[src/rtl/hps_link_pkg.sv]
// Shared definitions for the HPS-side matrix-coprocessor link master:
// command-word field positions, matrix geometry, opcodes and FSM states.
package hps_link_pkg;

  localparam int VAL_A_LSB  = 0;
  localparam int VAL_B_LSB  = 8;
  localparam int OPCODE_LSB = 16;
  localparam int SIZE_LSB   = 19;
  localparam int SCALAR_LSB = 21;
  localparam int SRESET_BIT = 29;
  localparam int START_BIT  = 30;
  localparam int READY_BIT  = 31;
  localparam int ACK_BIT    = 31;

  localparam int         MATRIX_ELEMS = 25;
  localparam logic [4:0] LAST_IDX     = 5'd24;

  localparam logic [2:0] OP_ADD       = 3'd0;
  localparam logic [2:0] OP_SUB       = 3'd1;
  localparam logic [2:0] OP_MUL       = 3'd2;
  localparam logic [2:0] OP_SCALE     = 3'd3;
  localparam logic [2:0] OP_TRANSPOSE = 3'd4;
  localparam logic [2:0] OP_DET       = 3'd5;

  typedef enum logic [3:0] {
    ST_IDLE     = 4'd0,
    ST_START    = 4'd1,
    ST_LD_SET   = 4'd2,
    ST_LD_HI    = 4'd3,
    ST_LD_LO    = 4'd4,
    ST_POLL_HI  = 4'd5,
    ST_POLL_GAP = 4'd6,
    ST_RD_LO    = 4'd7,
    ST_FIN_HI   = 4'd8,
    ST_FIN_LO   = 4'd9,
    ST_ERR      = 4'd10,
    ST_SRESET   = 4'd11
  } link_state_t;

  function automatic logic [31:0] pack_word(
    input logic [7:0] a,
    input logic [7:0] b,
    input logic [2:0] opcode,
    input logic [1:0] size,
    input logic [7:0] scalar,
    input logic       sreset,
    input logic       start,
    input logic       ready
  );
    logic [31:0] w;
    w = '0;
    w[VAL_A_LSB +: 8]  = a;
    w[VAL_B_LSB +: 8]  = b;
    w[OPCODE_LSB +: 3] = opcode;
    w[SIZE_LSB +: 2]   = size;
    w[SCALAR_LSB +: 8] = scalar;
    w[SRESET_BIT]      = sreset;
    w[START_BIT]       = start;
    w[READY_BIT]       = ready;
    return w;
  endfunction

endpackage

[src/rtl/link_ack_sync.sv]
// Two-flop synchronizer bringing the responder's ack into the clk domain.
module link_ack_sync (
  input  logic clk,
  input  logic reset,
  input  logic d,
  output logic q
);

  logic meta;

  always_ff @(posedge clk or posedge reset) begin
    if (reset) begin
      meta <= 1'b0;
      q    <= 1'b0;
    end else begin
      meta <= d;
      q    <= meta;
    end
  end

endmodule

[src/rtl/hps_link_master.sv]
// Link master: buffers two 5x5 int8 operand matrices, runs the full ready/ack
// sequence against the coprocessor control unit and streams the 25 results.
module hps_link_master
  import hps_link_pkg::*;
#(
  parameter int ACK_TIMEOUT   = 1024,
  parameter int SETTLE_CYCLES = 4,
  parameter int START_CYCLES  = 4,
  parameter int POLL_GAP      = 8,
  parameter int MAX_POLLS     = 255,
  parameter int RESET_CYCLES  = 4
) (
  input  logic        clk,
  input  logic        reset,
  input  logic        op_wr_en,
  input  logic [4:0]  op_wr_addr,
  input  logic [7:0]  op_wr_a,
  input  logic [7:0]  op_wr_b,
  input  logic        cmd_valid,
  output logic        cmd_ready,
  input  logic [2:0]  cmd_opcode,
  input  logic [1:0]  cmd_size,
  input  logic [7:0]  cmd_scalar,
  input  logic        sreset_req,
  output logic        res_valid,
  output logic [4:0]  res_index,
  output logic [7:0]  res_data,
  output logic        done,
  output logic        error,
  output logic        busy,
  output logic [31:0] to_fpga,
  input  logic [31:0] from_fpga,
  output logic [3:0]  dbg_state
);

  // Handshake: ready rises only with ack_s low and fields settled; the
  // responder raises ack once it has consumed/produced the word; ready then
  // drops, and the next transfer starts only after ack returns low.
  localparam logic [15:0] ACK_LAST    = 16'(ACK_TIMEOUT - 1);
  localparam logic [15:0] SETTLE_LAST = 16'(SETTLE_CYCLES - 1);
  localparam logic [15:0] START_LAST  = 16'(START_CYCLES - 1);
  localparam logic [15:0] GAP_LAST    = 16'(POLL_GAP - 1);
  localparam logic [15:0] RESET_LAST  = 16'(RESET_CYCLES - 1);
  localparam logic [15:0] POLL_LIMIT  = 16'(MAX_POLLS);

  link_state_t state_q, state_d;
  logic [15:0] cnt_q;
  logic [15:0] polls_q, polls_d;
  logic [4:0]  idx_q, idx_d;
  logic [2:0]  opcode_q;
  logic [1:0]  size_q;
  logic [7:0]  scalar_q;
  logic [15:0] buf_q [MATRIX_ELEMS];
  logic        ack_s;
  logic        accept, capture, finish, tmo;
  logic        res_valid_q, done_q, error_q;
  logic [4:0]  res_index_q;
  logic [7:0]  res_data_q;
  logic        unused_from_fpga;

  assign unused_from_fpga = ^from_fpga[30:8];

  link_ack_sync u_ack_sync (
    .clk   (clk),
    .reset (reset),
    .d     (from_fpga[ACK_BIT]),
    .q     (ack_s)
  );

  assign tmo = (cnt_q >= ACK_LAST);

  always_comb begin
    state_d = state_q;
    idx_d   = idx_q;
    polls_d = polls_q;
    accept  = 1'b0;
    capture = 1'b0;
    finish  = 1'b0;
    case (state_q)
      ST_IDLE: begin
        if (cmd_valid) begin
          accept  = 1'b1;
          state_d = ST_START;
        end else if (sreset_req) begin
          state_d = ST_SRESET;
        end
      end
      ST_START: begin
        if (cnt_q >= START_LAST) begin
          idx_d   = 5'd0;
          state_d = ST_LD_SET;
        end
      end
      ST_LD_SET: begin
        if (!ack_s && cnt_q >= SETTLE_LAST) state_d = ST_LD_HI;
        else if (tmo)                       state_d = ST_ERR;
      end
      ST_LD_HI: begin
        if (ack_s)    state_d = ST_LD_LO;
        else if (tmo) state_d = ST_ERR;
      end
      ST_LD_LO: begin
        if (!ack_s) begin
          if (idx_q == LAST_IDX) begin
            idx_d   = 5'd0;
            polls_d = 16'd0;
            state_d = ST_POLL_HI;
          end else begin
            idx_d   = idx_q + 5'd1;
            state_d = ST_LD_SET;
          end
        end else if (tmo) begin
          state_d = ST_ERR;
        end
      end
      ST_POLL_HI: begin
        if (ack_s) begin
          capture = 1'b1;
          state_d = ST_RD_LO;
        end else if (tmo) begin
          // Only the first result may legitimately be slow: the coprocessor
          // is still computing, so retry instead of failing.
          if (idx_q == 5'd0 && polls_q < POLL_LIMIT) begin
            polls_d = polls_q + 16'd1;
            state_d = ST_POLL_GAP;
          end else begin
            state_d = ST_ERR;
          end
        end
      end
      ST_POLL_GAP: begin
        if (cnt_q >= GAP_LAST) state_d = ST_POLL_HI;
      end
      ST_RD_LO: begin
        if (!ack_s) begin
          if (idx_q == LAST_IDX) begin
            state_d = ST_FIN_HI;
          end else begin
            idx_d   = idx_q + 5'd1;
            state_d = ST_POLL_HI;
          end
        end else if (tmo) begin
          state_d = ST_ERR;
        end
      end
      ST_FIN_HI: begin
        if (ack_s)    state_d = ST_FIN_LO;
        else if (tmo) state_d = ST_ERR;
      end
      ST_FIN_LO: begin
        if (!ack_s) begin
          finish  = 1'b1;
          state_d = ST_IDLE;
        end else if (tmo) begin
          state_d = ST_ERR;
        end
      end
      ST_ERR:    state_d = ST_SRESET;
      ST_SRESET: if (cnt_q >= RESET_LAST) state_d = ST_IDLE;
      default:   state_d = ST_IDLE;
    endcase
  end

  always_ff @(posedge clk or posedge reset) begin
    if (reset) begin
      state_q     <= ST_IDLE;
      cnt_q       <= '0;
      idx_q       <= '0;
      polls_q     <= '0;
      opcode_q    <= '0;
      size_q      <= '0;
      scalar_q    <= '0;
      res_valid_q <= 1'b0;
      res_index_q <= '0;
      res_data_q  <= '0;
      done_q      <= 1'b0;
      error_q     <= 1'b0;
      for (int i = 0; i < MATRIX_ELEMS; i++) buf_q[i] <= '0;
    end else begin
      state_q <= state_d;
      idx_q   <= idx_d;
      polls_q <= polls_d;
      if (state_d != state_q) cnt_q <= '0;
      else if (cnt_q != '1)   cnt_q <= cnt_q + 16'd1;
      if (accept) begin
        opcode_q <= cmd_opcode;
        size_q   <= cmd_size;
        scalar_q <= cmd_scalar;
      end
      res_valid_q <= capture;
      if (capture) begin
        res_index_q <= idx_q;
        res_data_q  <= from_fpga[7:0];
      end
      done_q  <= finish;
      error_q <= (state_d == ST_ERR);
      if (state_q == ST_IDLE && op_wr_en && op_wr_addr <= LAST_IDX)
        buf_q[op_wr_addr] <= {op_wr_b, op_wr_a};
    end
  end

  // Outputs decode purely from registered state so async reset clears them at once.
  always_comb begin
    logic        fields_on, elem_on, sreset_on, start_on, ready_on;
    logic [15:0] elem;
    fields_on = 1'b0;
    elem_on   = 1'b0;
    sreset_on = 1'b0;
    start_on  = 1'b0;
    ready_on  = 1'b0;
    elem      = buf_q[idx_q];
    case (state_q)
      ST_START:   begin fields_on = 1'b1; start_on = 1'b1; end
      ST_LD_SET:  begin fields_on = 1'b1; elem_on = 1'b1; end
      ST_LD_HI:   begin fields_on = 1'b1; elem_on = 1'b1; ready_on = 1'b1; end
      ST_LD_LO:   begin fields_on = 1'b1; elem_on = 1'b1; end
      ST_POLL_HI: begin fields_on = 1'b1; ready_on = 1'b1; end
      ST_FIN_HI:  begin fields_on = 1'b1; ready_on = 1'b1; end
      ST_POLL_GAP, ST_RD_LO, ST_FIN_LO: fields_on = 1'b1;
      ST_SRESET:  sreset_on = 1'b1;
      default:    fields_on = 1'b0;
    endcase
    to_fpga = pack_word(elem_on ? elem[7:0] : 8'd0,
                        elem_on ? elem[15:8] : 8'd0,
                        fields_on ? opcode_q : 3'd0,
                        fields_on ? size_q : 2'd0,
                        fields_on ? scalar_q : 8'd0,
                        sreset_on, start_on, ready_on);
  end

  assign cmd_ready = (state_q == ST_IDLE);
  assign busy      = (state_q != ST_IDLE);
  assign res_valid = res_valid_q;
  assign res_index = res_index_q;
  assign res_data  = res_data_q;
  assign done      = done_q;
  assign error     = error_q;
  assign dbg_state = state_q;

endmodule

[config.mk]
export PLATFORM = sky130hd
export DESIGN_NAME = hps_link_master
export DESIGN_NICKNAME = d
export VERILOG_FILES = /design/src/rtl/hps_link_pkg.sv /design/src/rtl/link_ack_sync.sv /design/src/rtl/hps_link_master.sv
export SDC_FILE = /design/constraint.sdc
export NUM_CORES = 1
export LEC_CHECK = 0
export BUFFER_PORTS_ARGS = -buffer_cell sky130_fd_sc_hd__clkbuf_2
export CAP_MARGIN = 25
export CORE_MARGIN = 2
export CORE_UTILIZATION = 60
export DETAILED_ROUTE_END_ITERATION = 8
export PLACE_DENSITY = 0.85
export REMOVE_ABC_BUFFERS = 1
export SLEW_MARGIN = 10
export SYNTH_ARGS = -nofsm -noshare
export SYNTH_HDL_FRONTEND = slang
export SYNTH_HIERARCHICAL = 1
export SYNTH_SLANG_ARGS = --single-unit
[constraint.sdc]
create_clock -name clk -period 22 [get_ports clk]
set_input_delay 4.4 -clock clk [delete_from_list [all_inputs] [get_ports clk]]
set_output_delay 4.4 -clock clk [all_outputs]
set_load 0.01 [all_outputs]
# [After elaboration in Yosys (flattened, before gate mapping)]
# Cells that the tools add are included.
[totals] regBits=472 latchBits=0 mem_bits_rw=0 mem_bits_ro=0 output_inout_bits=54 word_cells=146 mem_count=0
[classes] addsub=3 mul=0 div=0 order_cmp=8 n_eq_ne=23 shift=0 mux=54 n_bitwise=2 n_reduce_logical=17
[ops] operator="$bwmux W400" count=1
[ops] operator="$mux W16" count=10
[ops] operator="$bmux W16 S5" count=1
[ops] operator="$demux W16 S5" count=1
[ops] operator="$mux W4" count=16
[ops] operator="$pmux W4 S12" count=1
[ops] operator="$add A16 B1 Y16 const B" count=2
[ops] operator="$pmux W16 S2" count=1
[ops] operator="$mux W5" count=5
[ops] operator="$mux W8" count=3
[ops] operator="$eq A4 B4 Y1 const B" count=5
[ops] operator="$eq A4 B3 Y1 const B" count=4
[ops] operator="$ge A16 B10 Y1 const B" count=1
[ops] operator="$ge A16 B2 Y1 const B" count=1
[ops] operator="$ge A16 B3 Y1 const B" count=1
[ops] operator="$lt A16 B8 Y1 const B" count=1
[ops] operator="$ne A16 B16 Y1 const B" count=1
[ops] operator="$ne A2 B2 Y1 const B" count=8
[ops] operator="$pmux W5 S3" count=1
[ops] operator="$ge A6 B6 Y1 const B" count=2
[ops] operator="$not A5 Y6" count=2
[ops] operator="$mux W1" count=11
[ops] operator="$reduce_or A9 Y1" count=1
[ops] operator="$eq A4 B2 Y1 const B" count=2
[ops] operator="18 further kinds" count=25

# [Longest topological paths before layout]
[logic_depth] depth_word=8 depth_mapped=14 mapped_depth_nobuf=9

# [Cells and area by module]
# The synthesis kept the hierarchy.
[modules_own_cells] module="hps_link_master" n_inst=1 cells_each=1537 area_per_inst_um2=22190.0
[modules_own_cells] module="link_ack_sync" n_inst=1 cells_each=3 area_per_inst_um2=53.8

# [Worst setup path after synthesis]
# Ideal clock, no wire load.
[synth_timing] path_type="register to output" from="reg idx_q[0]" to="out to_fpga[1]" t_arrival_ps=2448 setup_slack_ps=15152 stages_incl_launch_ff=7 cell_sequence="dfrtp_1 -> clkbuf_1 -> buf_1 -> mux4_2 -> mux4_2 -> mux2i_1 -> nor2_1"
[synth_via] elab_chain_cells=5
[synth_rtl] item="from (decl)" line_no="hps_link_master.sv:49" rtl="logic [4:0] idx_q, idx_d;"
[synth_rtl] item="from (signal assigned)" line_no="hps_link_master.sv:181" rtl="idx_q <= idx_d;"
[synth_rtl] item="$not A5 Y6 (implied by the code)" line_no="hps_link_master.sv:211" rtl="elem = buf_q[idx_q];"
[synth_rtl] item="$bmux W16 S5" line_no="hps_link_master.sv:211"
[synth_rtl] item="$mux W16 (implied by the code) (2 in a row)" line_no="hps_link_master.sv:211"
[synth_rtl] item="$mux W8" line_no="hps_link_master.sv:223" rtl="to_fpga = pack_word(elem_on ? elem[7:0] : 8'd0,"
[synth_rtl] item="to (decl)" line_no="hps_link_master.sv:31" rtl="output logic [31:0] to_fpga,"
# Every way passes these cells. The select of a mux whose other input is x is not followed.

# [Worst setup path after layout]
[layout_timing] from="reg idx_q[1]" to="out to_fpga[7]"
# Same word-level chain as after synthesis.

==> impl_results.md <==
- Status: finished, final reports clean
- Post-DR vias/cell: around 6.4
- IO Port Bufs: 101
- Pin slew with the least headroom to its limit: between 1 and 1.5 ns
- Clock slew at reported path FFs: 0.06 ns
- Worst r2r src: dbg_state[0]
- H-tree depth: 2
- CTS tree: done
- Top sig layer: met5
- Wire length per cell after detailed routing: roughly 25 µm
- Mapped cell area: around 22,000 µm²
- Global-route usage over all layers: 0.276
- First DRT Iteration DRCs: 994
- Sequential-to-total area share from yosys stat: 0.531
- DR WL met3: roughly 3.1 mm
- Critical Path Sink Type: output pin
- Area Growth Syn to Fin: 11.2%
- Gr ovfl total: 0
- CP max stage cell: dfrtp_4
- CTS Buffer Depth: 3
- Synth cell types: 68
- Setup Skew: ~0.024 ns
- CTS root buf: clkbuf_16
- VDD IR max: around 0.084 mV
- Post-route minimum period: between 8 and 9 ns
- Crit path top cell by count: mux4_2
- Post-synth EDFFs: 0
- Critical Path RT: 17.60 ns
- Max incr delay on CP: 0.97 ns
- Layout Nets: around 1,700
- Antenna violations before repair: 1
- Leak: approximately 12 nW
- Ys Warns: 6
- DP Area: 23,100 µm²
- Die span in x: roughly 200 µm
- WL met1: 20.5 mm
- Final TNS setup: 0 ns
- Met2 wire length: ~26 mm
- Cell area after layout: roughly 25,000 µm²
- Via count: about 14,000
- Postcts setup bufs: 0
- HP Class: reg -> reg
- CP max FO: 52
- Startpoint types: flop
- Pin count of the biggest net entering global routing: between 150 and 200
- Dpl hpwl: around 30 mm
- Slew margin rel.: 0.328
- CTS Sinks: between 400 and 500
- Fillers: ~2,400
- Post-synth ARST share: 1.00
- CP arrival: 3.75 ns
- DRT antenna net count: 0
- Starting density of the core: 0.609
- DRT Wirelength: a little over 50 mm
- Hold Vio Cnt, Final: 0
- Count of buffer and inverter cells on the critical path: 2
- #FFs+latches synth: approximately 470
- Clock insertion delay at the later pin of the skew report: ~0.57 ns
- RSZ-0062 raised after global routing: no
- Die Height: 197 µm
- PostCTS Resize Cnt: 0
- Fin crit share: 0.371
- Worst path cell trace: buf_4 > mux4_2 > mux4_2 > mux2i_1 > nor2_1 > clkbuf_2
- Ant diodes: 0
- Pre-antenna DRT Iters: 5
- First-pass GRT wire length: around 80 mm
- CTS Hold Buffers Added: 0
- Origin of the worst min-delay path: u_ack_sync/meta
- I/O Pins: between 100 and 150
- Main synth FF type: dfrtp_1
- Max Cap Violations: 0
- Num CTS Buffers: 48
- Fmax: 123 MHz
- Routability Congestion: between 0.8 and 0.9
- # DRC: 0
- Crit Path Class: reg -> out
- Rows: 70
- Critical path startpoint: idx_q[1]
- Fraction of layout cells with a size suffix above 1: 0.480
- Vias in the first global route: around 14,000
- Core footprint: roughly 37,000 µm²
- Power Density: about 100 nW/µm²
- Syn Inst Count: about 1,500
- Synth Area per Inst: around 14 µm²
- Die ar.: just under 40,000 µm²
- Setup Viol. Count Final: 0
- Max-slew violations: 0
- Cell family with most CP delay: multiplexers
worst reg2reg max path, cell delays in order (launching register included):
cell and delay, ns:
dfrtp_1 0.65, nor4_4 0.51, nand2_2 0.20, a21oi_1 0.26
nand3_1 0.34, nor2_2 0.67, buf_4 0.39, mux2_2 0.40
state kept, by name, summed over array words and instances (netlist names):
| name | flops |
|---|---|
| buf_q | 400 |
| cnt_q | 16 |
| dbg_state | 4 |
| done | 1 |
| error | 1 |
| idx_q | 5 |
| opcode_q | 3 |
| polls_q | 16 |
| res_data | 8 |
| res_index | 5 |
| res_valid | 1 |
| scalar_q | 8 |
| size_q | 2 |
| u_ack_sync/meta | 1 |
| u_ack_sync/q | 1 |
power breakdown:
part	leakage (nW)	total, mW	switching [mW]	internal [mW]
Combinational	4.42	0.528	0.258	0.270
Clock	0.793	0.824	0.334	0.490
Sequential	6.46	1.11	0.0963	1.01
Total	11.7	2.46	0.688	1.77
placed cells by master (no fill, tap or decap), drive strengths merged, types with 13 or more instances in the layout:
cell type,netlist,final
dfrtp,472,472
mux2,423,423
clkbuf,72,169
mux4,112,112
nor2,64,64
nand2,50,50
mux2i,38,38
o21ai,34,34
buf,48,32
nor3,26,26
nand3,18,18
nor2b,15,15
a21oi,15,15
and2,15,15
inv,12,13
synth_stat cells (all sizes together) (2+ instances only):
library cell | n | area, µm²
a21oi | 15 | 75.1
mux2 | 423 | 4760
nand2b | 10 | 62.6
or3 | 7 | 43.8
o2111ai | 2 | 17.5
nand4b | 4 | 62.6
nor3b | 2 | 15.0
inv | 12 | 45.0
and3 | 5 | 31.3
buf | 48 | 262
nand3 | 18 | 95.1
o31ai | 3 | 22.5
or2 | 4 | 25.0
mux4 | 112 | 2520
clkbuf | 72 | 270
and4 | 4 | 35.0
xnor2 | 9 | 78.8
nor4b | 3 | 26.3
nor2 | 64 | 285
or3b | 2 | 17.5
a21o | 2 | 15.0
nand4 | 8 | 50.1
nor4 | 10 | 98.8
and2 | 15 | 93.8
dfrtp | 472 | 11800
nand3b | 6 | 48.8
a31oi | 3 | 18.8
nor3 | 26 | 130
a211oi | 3 | 22.5
a2111oi | 3 | 32.5
ha | 5 | 62.6
xor2 | 10 | 87.6
mux2i | 38 | 380
o21bai | 2 | 15.0
nand2 | 50 | 195
o21ai | 34 | 174
nor2b | 15 | 93.8
o22ai | 4 | 25.0
final timing paths:
check | slack (ns) | endpoint | depth (start not counted)
setup / recovery | 13.85 | to_fpga[7] | 6
hold / removal | 0.36 | u_ack_sync/q | 0
setup reg to reg | 18.48 | buf_q[287] | 7
hold reg to reg | 0.36 | u_ack_sync/q | 0
max in group asynchronous | 16.41 | buf_q[129] | 4
min in group asynchronous | 3.74 | u_ack_sync/q | 2
cell type report:
class / count / area [µm²] / area share
Clock buffer: 68 / 1410 / 0.0569
Clock inverter: 15 / 193 / 0.00779
Inverter: 12 / 52.6 / 0.00212
Multi-Input combinational cell: 936 / 9860 / 0.399
Sequential cell: 472 / 11800 / 0.478
Tap cell: 468 / 586 / 0.0237
Timing Repair Buffer: 133 / 813 / 0.0329
stage by stage:
stage | hold WS, ns | std cells | power (mW) | utilization | worst slack [ns]
after floorplan | 0.331 | 1420 | 1.49 | - | 4.49
after global placement | 0.346 | 2016 | 1.61 | 0.631 | 14.47
after detailed placement | 0.337 | 2019 | 1.65 | 0.632 | 14.44
after CTS | 0.361 | 2102 | 2.47 | 0.676 | 13.80
after global routing | 0.379 | 2104 | 2.57 | 0.677 | 13.66
final | 0.360 | 2104 | 2.46 | 0.677 | 13.85
cells by family (layout without fill, tap and decap cells):
logic type,count (synthesis),count (layout),share of synthesized area
flops,472,472,0.531
xor+xnor,19,19,0.00748
mux,573,573,0.345
buf+inv,132,228,0.0259
fa+ha+maj,5,5,0.00281
compound gates,82,82,0.0231
simple gates,257,257,0.0650
routing by layer:
metal | track usage | vias to the layer above
li1 | - | 5784
met1 | 0.356 | 7163
met2 | 0.472 | 487
met3 | 0.0462 | 132
met4 | 0.110 | 2
met5 | 0 | -
(Power assumes the default switching activity.)
